==> config.mk <==
export PLATFORM = sky130hd
export DESIGN_NAME = cmp_seq_nb
export DESIGN_NICKNAME = d
export VERILOG_FILES = /design/src/rtl/cmp_seq_nb.sv
export SDC_FILE = /design/constraint.sdc
export NUM_CORES = 1
export LEC_CHECK = 0
export BUFFER_PORTS_ARGS = -buffer_cell sky130_fd_sc_hd__buf_2
export CAP_MARGIN = 40
export CORE_ASPECT_RATIO = 1.25
export CORE_MARGIN = 4
export CORE_UTILIZATION = 50
export CTS_CLUSTER_SIZE = 40
export DETAILED_ROUTE_END_ITERATION = 10
export HOLD_SLACK_MARGIN = 0.06
export PLACE_DENSITY_LB_ADDON = 0.2
export SLEW_MARGIN = 0
export SYNTH_ARGS = -nofsm -noshare
export SYNTH_HDL_FRONTEND = slang
export SYNTH_SLANG_ARGS = --single-unit
export TNS_END_PERCENT = 10
==> constraint.sdc <==
create_clock -name clk -period 3.65 [get_ports clk]
set_input_delay 0 -clock clk [delete_from_list [all_inputs] [get_ports clk]]
set_output_delay 0 -clock clk [all_outputs]
set_load 0.05 [all_outputs]
==> src/rtl/cmp_seq_nb.sv <==
// cmp_seq_nb: sequential magnitude comparator scanning 2-bit digits MSB-first (SIGNED_CMP_EN selects signed ordering)
module cmp_seq_nb #(
  parameter int WIDTH = 8,
  parameter int CNTW  = 3
) (
  input  logic             clk,
  input  logic             rst,
  input  logic             start,
  input  logic [WIDTH-1:0] x,
  input  logic [WIDTH-1:0] y,
  output logic             busy,
  output logic             done,
  output logic             eq,
  output logic             lt,
  output logic             gt,
  output logic [CNTW-1:0]  ndig
);
  localparam logic [CNTW-1:0] DIG = CNTW'(WIDTH / 2);
  localparam logic [CNTW-1:0] TOP = CNTW'(WIDTH / 2 - 1);
  typedef enum logic {IDLE, SCAN} state_t;
  state_t state_q, state_d;
  logic [WIDTH-1:0] xr_q, xr_d, yr_q, yr_d, xs, ys, cur_x, cur_y;
  logic [CNTW-1:0] idx_q, idx_d, cur_idx, ndig_q, ndig_d;
  logic done_q, done_d, eq_q, eq_d, lt_q, lt_d, gt_q, gt_d;
  logic [1:0] dx, dy;
  logic scan, act;
`ifdef SIGNED_CMP_EN
  assign xs = {~x[WIDTH-1], x[WIDTH-2:0]};
  assign ys = {~y[WIDTH-1], y[WIDTH-2:0]};
`else
  assign xs = x;
  assign ys = y;
`endif
  // The top digit is judged on the live operands in the accept cycle, so k digits finish at T+k
  assign scan    = state_q == SCAN;
  assign act     = scan | start;
  assign cur_x   = scan ? xr_q : xs;
  assign cur_y   = scan ? yr_q : ys;
  assign cur_idx = scan ? idx_q : TOP;
  assign dx      = 2'(cur_x >> {cur_idx, 1'b0});
  assign dy      = 2'(cur_y >> {cur_idx, 1'b0});
  // Next state: capture on accept, stop at first unequal digit or after the last digit
  always_comb begin
    state_d = state_q;
    xr_d    = xr_q;
    yr_d    = yr_q;
    idx_d   = idx_q;
    ndig_d  = ndig_q;
    eq_d    = eq_q;
    lt_d    = lt_q;
    gt_d    = gt_q;
    done_d  = 1'b0;
    if (act) begin
      if (!scan) begin
        xr_d   = xs;
        yr_d   = ys;
        eq_d   = 1'b0;
        lt_d   = 1'b0;
        gt_d   = 1'b0;
        ndig_d = '0;
      end
      if (dx != dy || cur_idx == '0) begin
        eq_d    = dx == dy;
        lt_d    = dx < dy;
        gt_d    = dx > dy;
        ndig_d  = DIG - cur_idx;
        done_d  = 1'b1;
        state_d = IDLE;
      end else begin
        idx_d   = cur_idx - CNTW'(1);
        state_d = SCAN;
      end
    end
  end
  // State and result registers; reset discards any partial scan
  always_ff @(posedge clk) begin
    if (rst) begin
      state_q <= IDLE;
      xr_q    <= '0;
      yr_q    <= '0;
      idx_q   <= '0;
      ndig_q  <= '0;
      eq_q    <= 1'b0;
      lt_q    <= 1'b0;
      gt_q    <= 1'b0;
      done_q  <= 1'b0;
    end else begin
      state_q <= state_d;
      xr_q    <= xr_d;
      yr_q    <= yr_d;
      idx_q   <= idx_d;
      ndig_q  <= ndig_d;
      eq_q    <= eq_d;
      lt_q    <= lt_d;
      gt_q    <= gt_d;
      done_q  <= done_d;
    end
  end
  assign busy = scan;
  assign done = done_q;
  assign eq   = eq_q;
  assign lt   = lt_q;
  assign gt   = gt_q;
  assign ndig = ndig_q;
endmodule
==> results.toml <==
[clock_tree]
cts_resized = 0
cts.clk_slew.worst_paths_ns = 0.15
clock_sinks = 27
cts_hold_buf = 17
root_buffer = "clkbuf_4"
htree_levels = 1
cts_buffers = 3
clockBufferDepth = 2
cts_tree = "yes"
worstSkewPairLatency_ns = 0.32
post_cts_buffers = 0

[timing]
fmax_ghz = 0.407
fin_crit_ns = 2.46
tightest_slew_ns = 0.721
hold_viol = 0
maxSlewHeadroom_pct = 51.8
fin_worst_skew_ns = 0.00369
setup_viol = 0
slew_violations = 0
fin_hold_ws_ns = 0.128
fin_setup_tns_ns = 0
rsz0062_at_grt = "false"
finalCritPeriodShare_pct = 67.3
setup_slack_ns = 1.19

[cells_and_area]
syn2layout_area_growth_pct = 25.0
drive_above_1_share_pct = 20.3
postLayoutCoreUtil_pct = 65.6
layout.nets = 212
final_cells = 220
diodes = 0
fin_area_um2 = 1610

[floorplanning]
die-width_um = 53.4
die_area_um2 = 3460
die_y_um = 64.7
start_util_pct = 52.5
core_um2 = 2450
row_count = 20
num_io_pins = 27

[synthesis]
synth_warnings = 0
synthSimpleGateAreaFrac_pct = 24.3
yosysTopAreaCellShare_pct = 42.0
synthTopCellsByCount = "nand2_1 (37), dfxtp_1 (27), a21oi_1 (22), o21ai_0 (7)"
synth_ff_type = "dfxtp_1"
netlist_top_cells_area = "dfxtp_1 (42%), nand2_1 (11%), a21oi_1 (8.6%)"
synthCells = 148
synth_compound_area_share_pct = 15.7
syn_area_um2 = 1290
synth-edff-count = 0
ys_seq_area_share_pct = 42.0
syn-num-nets = 172
yosysMostFrequentCell = "nand2_1"
synth_top_area_cell = "dfxtp_1"
synth_top_family_by_area = "simple AND/OR/NAND/NOR gates"
async_flop_share_pct = 0
synth_area_per_cell_um2 = 8.70
ys_seq_elements = 27
synthMuxAreaShare_pct = 8.07
synth.distinct_cells = 35
synthAdderAreaFrac_pct = 4.86
synth_xor_area_share_pct = 0

[placement]
placedCellCount = 199
dpl-instance-area_um2 = 1410
place_congestion = 0.860
portBuffers = 26
hpwl_um = 2070
place_ws_ns = 1.23

[grt]
grt_pass1_vias = 1171
grt_use_total_pct = 18.7
grt_overflow = 0
grt_max_degree = 31
grt_pass1_wl_um = 4970
antenna_found_initial = 0

[flow_run]
drv_cap = 0

[power]
p_int_mw = 0.417
combPwrFrac_pct = 23.8
vdd_drop_max_mv = 0.259
powerDensity_nw_per_um2 = 377
power.total_mw = 0.606
pwr-share-seq_pct = 54.3
swShare_pct = 31.3
switching_power_mw = 0.190
power.leakage_nw = 0.687
clkPwrFrac_pct = 21.8

[route]
routed_wl_um = 2930
route.vias.total = 1192
vias_per_cell = 5.42
drc = 0
wl_per_cell_um = 13.3
antenna_left = 0
drt-pass1-iter-count = 4
drtIter0Drc = 21

[critical_path]
crit_required_ns = 3.86
cp_slowest_cell = "dfxtp_1"
cp.arrival_ns = 2.66
cp_max_fo = 10
cpPeakStageDelay_ns = 0.55
setup.worst_path.start_class = "register"
path_cells = "mux4_2 -> nand2_1 -> o21ai_0 -> ha_1 -> nand3b_2 -> nor4b_1 -> nor4_1"
critPathKind = "register to register"
end_kind = "register"

[run_status]
status = "finished, final reports clean"

[worst_hold_path]
hold_path.class = "primary input to register"
[worst max-delay path: cells and delay by family, from the launching register on]
family,cells,cell delay [ns]
simple gates,4,0.74
flops,1,0.55
fa+ha+maj,1,0.43
mux,1,0.54
compound gates,1,0.08
[worst paths after layout]
| path | from | endpoint | slack, ns | cells past startpoint |
|---|---|---|---|---|
| setup reg to reg | idx_q[0]$_SDFFE_PP0P_ | idx_q[2]$_SDFFE_PP0P_ | 1.19 | 7 |
| hold reg to reg | yr_q[6]$_SDFFE_PP0N_ | yr_q[6]$_SDFFE_PP0N_ | 0.47 | 2 |
| setup / recovery | idx_q[0]$_SDFFE_PP0P_ | idx_q[2]$_SDFFE_PP0P_ | 1.19 | 7 |
| hold / removal | rst | done$_SDFF_PP0_ | 0.13 | 2 |
[cells in the final DEF (no fill, tap or decap), types with 2 or more instances in the layout]
cell / netlist / final
nand2b_1: 3 / 3
nor3_1: 2 / 2
buf_2: 3 / 26
dlygate4sd3_1: 0 / 17
nor2b_1: 5 / 5
ha_1: 5 / 5
o32ai_1: 2 / 2
nor2_1: 4 / 4
and2b_1: 2 / 2
clkbuf_4: 0 / 3
dfxtp_1: 27 / 27
o21ai_0: 7 / 7
inv_1: 3 / 3
a21oi_1: 22 / 22
mux4_2: 3 / 3
nand2_1: 37 / 37
[state kept, by name (all words and copies together) (netlist names)]
signal  cells
busy        1
done        1
eq          1
gt          1
idx_q       3
lt          1
ndig        3
xr_q        8
yr_q        8
[kinds of logic after synthesis]
| group | count (synthesis) |
|---|---|
| muxes | 5 |
| adders and majority gates | 5 |
| buffers and inverters | 12 |
| DFF | 27 |
| and+or+nand+nor | 64 |
| AOI/OAI and AO/OA | 35 |
[metal layers]
metal | share of wire [%] | GRT usage [%] | up-vias | wire length [um]
met4 | 1.3 | 5.75 | 0 | 39
met2 | 54 | 34.4 | 33 | 1580
met1 | 41 | 21.4 | 557 | 1190
met3 | 4.0 | 2.53 | 4 | 117
li1 | - | - | 598 | -
met5 | 0 | 0 | - | 0
[layout make-up]
type / instances / area (um2)
well taps: 33 / 41.3
multi-input cells: 109 / 682
fillers: 241 / 843
repair buffers: 44 / 308
inverters: 3 / 11.3
clock buffers: 4 / 26.3
flip-flops and latches: 27 / 541
[power by group through the flow]
stage	Sequential (mW)	Clock [mW]	Combinational, mW
after floorplan	0.353	0	0.0791
after global placement	0.334	0	0.124
after detailed placement	0.336	0	0.130
after CTS	0.329	0.128	0.144
after global routing	0.332	0.143	0.159
final	0.329	0.132	0.144
No activity file was read; power rests on OpenSTA's default activity.
